File: config.mk
export PLATFORM = sky130hd
export DESIGN_NAME = dense_result_pcim_writer
export DESIGN_NICKNAME = d
export VERILOG_FILES = /design/src/rtl/dense_result_pcim_writer.sv
export SDC_FILE = /design/constraint.sdc
export NUM_CORES = 2
export LEC_CHECK = 0
export ABC_AREA = 1
export CAP_MARGIN = 10
export CORE_ASPECT_RATIO = 0.5
export CORE_MARGIN = 8
export CORE_UTILIZATION = 55
export DETAILED_ROUTE_END_ITERATION = 12
export GPL_TIMING_DRIVEN = 0
export HOLD_SLACK_MARGIN = 0.08
export PLACE_DENSITY = 0.89
export SYNTH_ARGS = -nofsm -noshare
export SYNTH_HDL_FRONTEND = slang
export SYNTH_SLANG_ARGS = --single-unit
File: constraint.sdc
create_clock -name clk -period 45.9 [get_ports clk]
set_input_delay 13.77 -clock clk [delete_from_list [all_inputs] [get_ports clk]]
set_output_delay 13.77 -clock clk [all_outputs]
set_load 0.05 [all_outputs]
File: src/rtl/dense_result_pcim_writer.sv
// Drains 512-bit dense_layer_core results into 64-byte single-beat AXI4 writes on PCIM.
// Latency: a buffered result is presented on AW/W the cycle after the previous write retires; at most one write per 2 cycles.
// Backpressure: in_ready drops when the buffer is full or the job quota is met. AW is held at MAX_OUTSTANDING. Optional irq pulse: DENSE_WR_IRQ_EN.
module dense_result_pcim_writer #(
  parameter int          FIFO_DEPTH      = 4,
  parameter int          MAX_OUTSTANDING = 8,
  parameter logic [15:0] AXI_ID          = 16'd0
) (
  input  logic         clk,
  input  logic         rst,
  input  logic         start,
  input  logic [63:0]  base_addr,
  input  logic [15:0]  num_results,
  input  logic [511:0] in_data,
  input  logic         in_valid,
  output logic         in_ready,
  output logic [15:0]  awid,
  output logic [63:0]  awaddr,
  output logic [7:0]   awlen,
  output logic [2:0]   awsize,
  output logic [1:0]   awburst,
  output logic         awvalid,
  input  logic         awready,
  output logic [511:0] wdata,
  output logic [63:0]  wstrb,
  output logic         wlast,
  output logic         wvalid,
  input  logic         wready,
  input  logic [15:0]  bid,
  input  logic [1:0]   bresp,
  input  logic         bvalid,
  output logic         bready,
  output logic         busy,
  output logic         done,
  output logic         err,
  output logic         irq,
  output logic [15:0]  results_written
);

  localparam int         AW      = $clog2(FIFO_DEPTH);
  localparam logic [8:0] MAX_OUT = 9'(MAX_OUTSTANDING);
  localparam logic [0:0] ST_IDLE = 1'b0;
  localparam logic [0:0] ST_RUN  = 1'b1;

  logic [0:0]   state;
  logic [57:0]  base_hi;
  logic [15:0]  num_lat;
  logic [15:0]  accepted;
  logic [15:0]  issued;
  logic [8:0]   outstanding;
  logic         pend;
  logic [511:0] mem [FIFO_DEPTH];
  logic [AW:0]  wr_ptr;
  logic [AW:0]  rd_ptr;

  logic fifo_full, fifo_empty, run, push, aw_hs, w_hs, b_hs, complete, present, done_set;
  logic unused_bits;

  // Fixed AXI attributes: one full 64-byte beat, INCR, always accepting responses.
  assign awid    = AXI_ID;
  assign awlen   = 8'd0;
  assign awsize  = 3'd6;
  assign awburst = 2'b01;
  assign wstrb   = {64{1'b1}};
  assign wlast   = 1'b1;
  assign bready  = 1'b1;
  // The response id and the sub-line address bits carry no information here.
  assign unused_bits = ^{bid, base_addr[5:0]};

  assign run        = (state == ST_RUN);
  assign busy       = run;
  assign fifo_empty = (wr_ptr == rd_ptr);
  assign fifo_full  = (wr_ptr[AW] != rd_ptr[AW]) && (wr_ptr[AW-1:0] == rd_ptr[AW-1:0]);
  assign in_ready   = run && !fifo_full && (accepted < num_lat);
  assign push       = in_valid && in_ready;
  assign aw_hs      = awvalid && awready;
  assign w_hs       = wvalid && wready;
  assign b_hs       = bvalid && bready;
  // A write retires once each channel has either already handshaken or does so now.
  assign complete   = pend && (!awvalid || aw_hs) && (!wvalid || w_hs);
  assign present    = run && !pend && !fifo_empty && (issued < num_lat) && (outstanding < MAX_OUT);
  assign done_set   = (!run && start && (num_results == 16'd0)) ||
                      (run && b_hs && ((results_written + 16'd1) == num_lat));

  // Result buffer storage; contents need no reset because the pointers gate every read.
  always_ff @(posedge clk) begin
    if (push) mem[wr_ptr[AW-1:0]] <= in_data;
  end

  // Job control, write issue, outstanding tracking and B-channel accounting.
  always_ff @(posedge clk) begin
    if (rst) begin
      state           <= ST_IDLE;
      base_hi         <= '0;
      num_lat         <= '0;
      accepted        <= '0;
      issued          <= '0;
      outstanding     <= '0;
      pend            <= 1'b0;
      wr_ptr          <= '0;
      rd_ptr          <= '0;
      awvalid         <= 1'b0;
      wvalid          <= 1'b0;
      awaddr          <= '0;
      wdata           <= '0;
      done            <= 1'b0;
      err             <= 1'b0;
      results_written <= '0;
    end else begin
      done <= done_set;
      if (!run) begin
        // Responses arriving while idle are consumed without touching any counter.
        if (start && (num_results != 16'd0)) begin
          state           <= ST_RUN;
          base_hi         <= base_addr[63:6];
          num_lat         <= num_results;
          accepted        <= '0;
          issued          <= '0;
          outstanding     <= '0;
          err             <= 1'b0;
          results_written <= '0;
        end
      end else begin
        if (push) begin
          wr_ptr   <= wr_ptr + (AW+1)'(1);
          accepted <= accepted + 16'd1;
        end
        if (present) begin
          awvalid <= 1'b1;
          wvalid  <= 1'b1;
          pend    <= 1'b1;
          awaddr  <= {base_hi + {42'd0, issued}, 6'd0};
          wdata   <= mem[rd_ptr[AW-1:0]];
        end
        if (aw_hs) awvalid <= 1'b0;
        if (w_hs)  wvalid  <= 1'b0;
        if (complete) begin
          pend   <= 1'b0;
          rd_ptr <= rd_ptr + (AW+1)'(1);
          issued <= issued + 16'd1;
        end
        if (aw_hs && !b_hs)      outstanding <= outstanding + 9'd1;
        else if (!aw_hs && b_hs) outstanding <= outstanding - 9'd1;
        if (b_hs) begin
          results_written <= results_written + 16'd1;
          if (bresp != 2'b00) err <= 1'b1;
          if ((results_written + 16'd1) == num_lat) state <= ST_IDLE;
        end
      end
    end
  end

`ifdef DENSE_WR_IRQ_EN
  // Completion interrupt tracks done exactly, including zero-length jobs.
  always_ff @(posedge clk) begin
    if (rst) irq <= 1'b0;
    else     irq <= done_set;
  end
`else
  assign irq = 1'b0;
`endif

endmodule

==> results by group <==
Finish
  – Share of cells above drive strength 1: 6.70%
  – Area delta synth->final: 24.0%
  – Nets@finish: 11,500

Placed design
  – Place WS: 28,080 ps
  – Port buffer count: 1,185
  – Detail Placement HPWL: 283,000 µm
  – Gp weighted congestion: 0.959

Synth
  – Warnings from Yosys: 0
  – Synthesized area: 106,000 µm²
  – Most used flip-flop cell after synthesis: edfxtp_1
  – Post-synth ARST share: 0%
  – Yosys cell types: 38
  – Area leader, netlist: edfxtp_1
  – Share of the synthesized area in the top cell type: 58.1%
  – Post-synthesis register bit count: 2,761
  – Post-synth EDFFs: 2,048
  – Seq/Total Area, Yosys: 71.5%
  – Largest cells by area after synthesis: edfxtp_1 (58%), dfxtp_1 (13%), nand2_1 (5.5%)
  – Cells after Synth: 9,213
  – Avg Cell Area, Syn: 11.5 µm²

Clock network
  – Hold Buf Count CTS: 0
  – Num CTS Buffers: 227
  – Worst-path clk slew: 70 ps
  – Clk sink count: 2,761
  – CTS root buffer: clkbuf_16
  – Clock Tree Buf Depth: 4
  – CTS resizes: 0
  – CTS tree: yes
  – Setup bufs post-CTS: 0
  – Max H-tree Level: 4
  – Clk_lat worst skew: 940 ps

Worst setup path
  – Beginning of the critical path: accepted[5]$_SDFFE_PP0P_
  – Critical Path RT: 32,130 ps
  – FF-to-FF path depth: 19
  – CP Max Fanout: 6
  – Stages on the worst setup path: 9
  – Setup CP Type: reg -> out
  – CP endpoint: in_ready
  – Critical path's slowest cell: clkdlybuf4s50_1
  – Data arrival time of the worst path: 3510 ps
  – CP endpoint kind: output port
  – Critical path's top delay family: buffers and inverters
  – Reg-to-Reg Start: accepted[5]$_SDFFE_PP0P_
  – Critical Path Most Common Cell: nand2_1
  – RR Endpoint: mem[2][44]$_DFFE_PP_
  – Critical path startpoint category: flip-flop
  – CP Cell Sequence: ha_1, a21oi_1, nor2_1, nor3_1, nand2_1, nand2_1, nand2_1, nor2_1, clkdlybuf4s50_1
  – Worst reg2reg setup slack: 40,870 ps
  – WP buf/inv: 1
  – Crit-path max cell delay: 930 ps

Run status
  – Outcome: completed

GRT
  – Largest net degree at the start of global routing: 30
  – Overflow after GRT: 0
  – Antenna violations before repair: 171
  – Global-route wire length before repair: 558,000 µm
  – Vias in the first global route: 81,900
  – GRT Util Overall: 36.1%

Floorplan
  – Placement row count: 114
  – Top Ports: 1,311
  – Die H: 326 µm
  – Initial core utilization: 55.1%
  – Die X-Extent: 637 µm
  – DIE AREA: 208,000 µm²
  – Core Area: 192,000 µm²

STA
  – Rel. slew slack: 7.44%
  – Endpoints failing setup: 0
  – Total negative setup slack: 0 ps
  – Achievable Freq: 0.0579 GHz
  – Slew Limit Fails: 0
  – Final number of hold-violating endpoints: 0
  – Worst slew pin tran: 1390 ps
  – Skew final: 118 ps
  – Final min period: 17,280 ps
  – Worst hold slack: 465 ps
  – Post-route setup slack: 28,620 ps
  – Final Cycle Share: 37.6%
  – RSZ-0062 raised after global routing: no

Routing
  – Post-DR vias/cell: 6.37
  – Post-route DRC: 0
  – Wire per inst: 29.2 µm
  – Drt total wl: 401,000 µm
  – DRT antenna net count: 0
  – TritonRoute pass-1 iters: 10
  – Iter 0 DRT Violations: 15,200
  – Number of vias in the routed layout: 87,400

Power and ir drop
  – Worst vdd ir: 0.0437 mV
  – Final Total Pwr: 5400 µW
  – LEAKAGE: 0.0445 µW
  – Pwr dens: 41.1 nW/µm²

Hold path
  – HP Class: reg -> reg
  – Hold path depth: 2

Job
  – Max Cap Viol: 0
==> routing by layer <==
metal / up-vias / share of wire [%] / GRT usage [%]
met5: - / 0.033 / 0
li1: 35800 / - / -
met3: 1686 / 14 / 10.9
met2: 8336 / 41 / 50.6
met4: 20 / 9.4 / 27.6
met1: 41500 / 35 / 47.3
==> sequential cells by signal, indices dropped and copies added (netlist names), 3 cells and up <==
| signal | cells |
|---|---|
| accepted | 16 |
| awaddr | 58 |
| base_hi | 58 |
| issued | 16 |
| mem | 2048 |
| num_lat | 16 |
| outstanding | 9 |
| rd_ptr | 3 |
| results_written | 16 |
| wdata | 512 |
| wr_ptr | 3 |
==> cell families after synthesis <==
logic type,after synthesis,synth area share [%]
compound gates,2371,11.8
fa+ha+maj,63,0.758
flops,2761,71.5
simple gates,3061,11.2
xor+xnor,46,0.393
other cells,2,0.00709
buf+inv,909,4.24
==> worst register-to-register path: stages (launching register included) <==
cell,delay (ps)
dfxtp_1,570
ha_1,340
a21oi_1,160
nor2_1,60
nor3_1,130
nand2_1,100
nand2_1,130
nand4_1,120
buf_2,240
buf_2,280
nor2_4,430
buf_16,240
buf_12,250
buf_16,220
buf_16,200
buf_12,240
buf_12,270
buf_12,270
buf_12,250
buf_16,230
==> synth_stat cells (2+ instances only) <==
master    instances
buf_2           104
xnor2_1           5
o21ai_0        1134
ha_1             61
a21oi_1         708
conb_1            2
nor4_1            6
edfxtp_1       2048
o311ai_0          2
buf_6            65
xor2_1           40
o21ai_1           6
nand4_1          29
fa_1              2
o21bai_1          4
nand3_1         143
buf_4           120
inv_2             2
or2_2             6
nand2_1        1563
and2_1            3
inv_1           228
o22ai_1         513
nand3b_1          8
nor3_1           53
nor2_1         1247
and3_1            2
clkbuf_1        376
dfxtp_1         713
buf_1            12
==> area by class of cell <==
type | instances | area, µm²
diodes | 169 | 423
plain buffers | 677 | 3610
clock buffers | 331 | 6570
clock inverters | 85 | 1040
fillers | 12500 | 60900
inverters | 232 | 876
multi-input cells | 5643 | 26100
flip-flops and latches | 2761 | 75800
well taps | 2552 | 3190
repair buffers | 1275 | 13800
==> layout by cell type, fill, tap and decap left out, types with 8 or more instances in the layout <==
cell and instances:
diode_2 169, buf_12 67, clkinvlp_4 9, clkdlybuf4s50_1 1185, clkbuf_8 39, buf_6 65
o22ai_1 513, buf_4 120, ha_1 61, edfxtp_1 2048, conb_1 102, buf_2 104
nand3_1 143, dfxtp_1 713, nand3b_1 8, clkbuf_16 232, nand4_1 29, clkinv_2 24
o21ai_0 1134, bufinv_16 19, xor2_1 40, nand2_1 1563, clkbuf_1 434, a21oi_1 708
nor2_1 1243, nor3_1 53, buf_16 21, clkinv_1 15, inv_1 228, inv_6 10
buf_1 12
==> power by group <==
part	internal (µW)	switching (µW)	leakage, µW
clock	1110	937	0.00371
sequential	2750	39.5	0.0243
combinational	179	392	0.0166
total	4040	1370	0.0445
==> worst min path at each step <==
stage	startpoint	to	slack, ps
floorplan	base_hi[57]$_SDFFE_PP0P_	base_hi[57]$_SDFFE_PP0P_	440
global placement	wdata[361]$_SDFFE_PP0P_	wdata[361]$_SDFFE_PP0P_	450
detailed placement	wdata[351]$_SDFFE_PP0P_	wdata[351]$_SDFFE_PP0P_	450
CTS	awaddr[41]$_SDFFE_PP0P_	awaddr[41]$_SDFFE_PP0P_	470
global route	awaddr[41]$_SDFFE_PP0P_	awaddr[41]$_SDFFE_PP0P_	480
finish	wdata[347]$_SDFFE_PP0P_	wdata[347]$_SDFFE_PP0P_	460
==> stage by stage <==
| step | util, % | instances | cell area (µm²) |
|---|---|---|---|
| after floorplan | - | 9313 | 106000 |
| after global placement | 63.1 | 13100 | 121000 |
| after detailed placement | 64.1 | 13100 | 123000 |
| after CTS | 68.1 | 13600 | 131000 |
| after global routing | 68.3 | 13700 | 131000 |
| final | 68.3 | 13700 | 131000 |
Note: power is estimated with default switching activity, not from simulation.
==> RTL change, RTL diff (config.mk and constraints unchanged) <==
The option `DENSE_WR_IRQ_EN` is turned on by a define.
--- a/src/rtl/dense_result_pcim_writer.sv
+++ b/src/rtl/dense_result_pcim_writer.sv
@@ -2,4 +2,6 @@
 // Latency: a buffered result is presented on AW/W the cycle after the previous write retires; at most one write per 2 cycles.
 // Backpressure: in_ready drops when the buffer is full or the job quota is met. AW is held at MAX_OUTSTANDING. Optional irq pulse: DENSE_WR_IRQ_EN.
+`define DENSE_WR_IRQ_EN
+
 module dense_result_pcim_writer #(
   parameter int          FIFO_DEPTH      = 4,
Function: not settled (the Yosys comparison gave no result); the edit may change what the design does.
==> RTL change against the unedited design <==
Synthesized area increased by 3.1%; routed wire length decreased by 0.48%; clock power increased by 6%; cell count increased by 0.85%; sequential share of layout area decreased by 1.7 points; setup slack got worse by 0.087 ns; clock skew decreased by 0.015 ns; cell area increased by 3.0%; power increased by 2.9%; critical endpoint unchanged; sequential cell count unchanged.
==> RTL change: results (changes against the unedited design) <==
Run status
  • Status: finished clean

Synthesis
  • Largest cells by area after synthesis: edfxtp_1 56%, dfxtp_1 13%, o21ai_0 5.2%
  • Synth warn: 0 (unchanged)
  • Post-synth top cells: 2048 x edfxtp_1, 1246 x nor2_1, 1134 x o21ai_0
  • Sequential cell area fraction in the yosys report: 69.4% (-2.1 points)
  • Post-synth EDFFs: 2048 (unchanged)
  • Top_reg_cell synth: edfxtp_1
  • Async S/R FF share, synth: 0% (unchanged)
  • Library cells used by synthesis: 42 (+11%)

Critical path
  • Slowest cell on crit path: clkdlybuf4s50_1
  • Critical-path maximum fanout: 10 (+4)
  • FF-to-FF path depth: 14 (-5)
  • Worst EP arrival: 3.60 ns (+0.09 ns)
  • Setup slack, reg-to-reg: 41.52 ns (+0.65 ns)
  • Worst flop-to-flop path startpoint: rd_ptr[1]
  • Worst path max stage delay: 0.90 ns (-0.03 ns)
  • Top cell family by delay on the critical path: buffers and inverters
  • RR Endpoint: mem[2][106]

Timing
  • Max-slew violations: 0 (unchanged)
  • Slew headroom: 7.04% (-0.40 points)
  • WHS: 0.471 ns (+0.00637 ns)
  • Clk_skew: 0.102 ns (-0.0152 ns)

Global route
  • Largest net degree at the start of global routing: 31 (+3.3%)
  • First-pass GRT wire length: 550000 µm (-1.5%)
  • Vias in the first global route: 81800 (-0.12%)
  • Total GRT Usage: 34.8% (-1.3 points)
  • Initial antenna violation count: 216 (+26%)

Routing
  • Number of DRC markers in iteration 0: 12700 (-16%)
  • Drt pass-1 iters: 6 (-4)
  • DRT Wirelength: 399000 µm (-0.48%)
  • Vias/cell: 6.15 (-3.4%)

CTS
  • Inserted Clock Buffers: 231 (+1.8%)
  • Clk_lat worst skew: 0.94 ns (about the same)
  • CTS root buf: clkbuf_16
  • Max Root-Sink Buffers: 4 (unchanged)
  • H-tree lvl count: 4 (unchanged)
  • Post-CTS Resized: 0 (unchanged)
  • Post-CTS setup repair buffer count: 0 (unchanged)
  • Clock Pin Slew Worst Setup and Hold Paths: 0.07 ns (about the same)

Final layout
  • Share of cells above drive strength 1: 15.9% (+9.2 points)
  • Nets: 11500 (-0.26%)
  • Max FFs per register: 2048 (unchanged)

Place
  • Gpl congestion: 0.998 (+4.1%)
  • Final HPWL from detailed placement: 276000 µm (-2.5%)
  • Port Buffers: 1186 (+0.084%)

Worst hold path
  • Worst Hold End: awaddr[60]
  • Hold Path Class: reg -> reg
  • Hold Startpoint: awaddr[60]
  • Hold path depth: 2 (unchanged)

Power
  • Worst vdd ir: 37.9 µV (-13%)
  • Leakage power: 44.9 nW (+0.92%)
[RTL change: per-stage QoR]
stage          power (mW)  cells  setup slack (ns)  instance area (µm²)
2_1_floorplan        3.21   9281              9.15               110000
3_5_place_dp         3.43  13200             28.78               127000
5_1_grt              5.67  13800             28.59               135000
3_3_place_gp         3.47  13100             -7.91               125000
6_report             5.56  13800             28.53               135000
4_1_cts              5.53  13600             28.63               135000
[RTL change: kinds of logic after synthesis]
| logic type | after synthesis | share of synthesized area [%] |
|---|---|---|
| compound gates | 2366 | 13.1 |
| xor+xnor | 47 | 0.377 |
| fa+ha+maj | 63 | 0.736 |
| buf+inv | 884 | 4.36 |
| flops | 2761 | 69.4 |
| other cells | 2 | 0.00688 |
| simple gates | 3059 | 12.0 |
[RTL change: power breakdown]
group	leakage [nW]	total [mW]	switching [mW]	internal [mW]
Clock	4.02	2.16	0.959	1.20
Sequential	24.3	2.79	0.0414	2.75
Combinational	16.6	0.612	0.415	0.197
[RTL change: final cells by class]
class / count / area (µm²)
sequential: 2761 / 75800
fill: 12600 / 61700
multi-input combinational: 5636 / 29000
timing repair buffer: 1273 / 13700
clock buffer: 306 / 6670
buffer: 674 / 3970
tap: 2632 / 3290
clock inverter: 123 / 1500
inverter: 210 / 788
antenna: 226 / 566
[RTL change: tightest hold or removal path: stages, from the launching register on]
cell	delay, ns
dfxtp_1	0.31
nand2_1	0.06
a21oi_1	0.06
[RTL change: how the worst max path moves through the flow]
stage | startpoint | endpoint | slack (ns)
floorplan | in_valid | mem[0][0] | 9.15
global placement | in_valid | mem[3][141] | -7.91
detailed placement | in_valid | mem[2][137] | 28.78
CTS | rd_ptr[1] | in_ready | 28.63
global route | rd_ptr[1] | in_ready | 28.59
finish | rd_ptr[1] | in_ready | 28.53
[RTL change: layer usage]
layer / track usage, % / routed length, µm
met5: 0 / 27
met4: 34.7 / 49600
met3: 7.72 / 41900
met2: 54.3 / 180000
met1: 39.4 / 128000
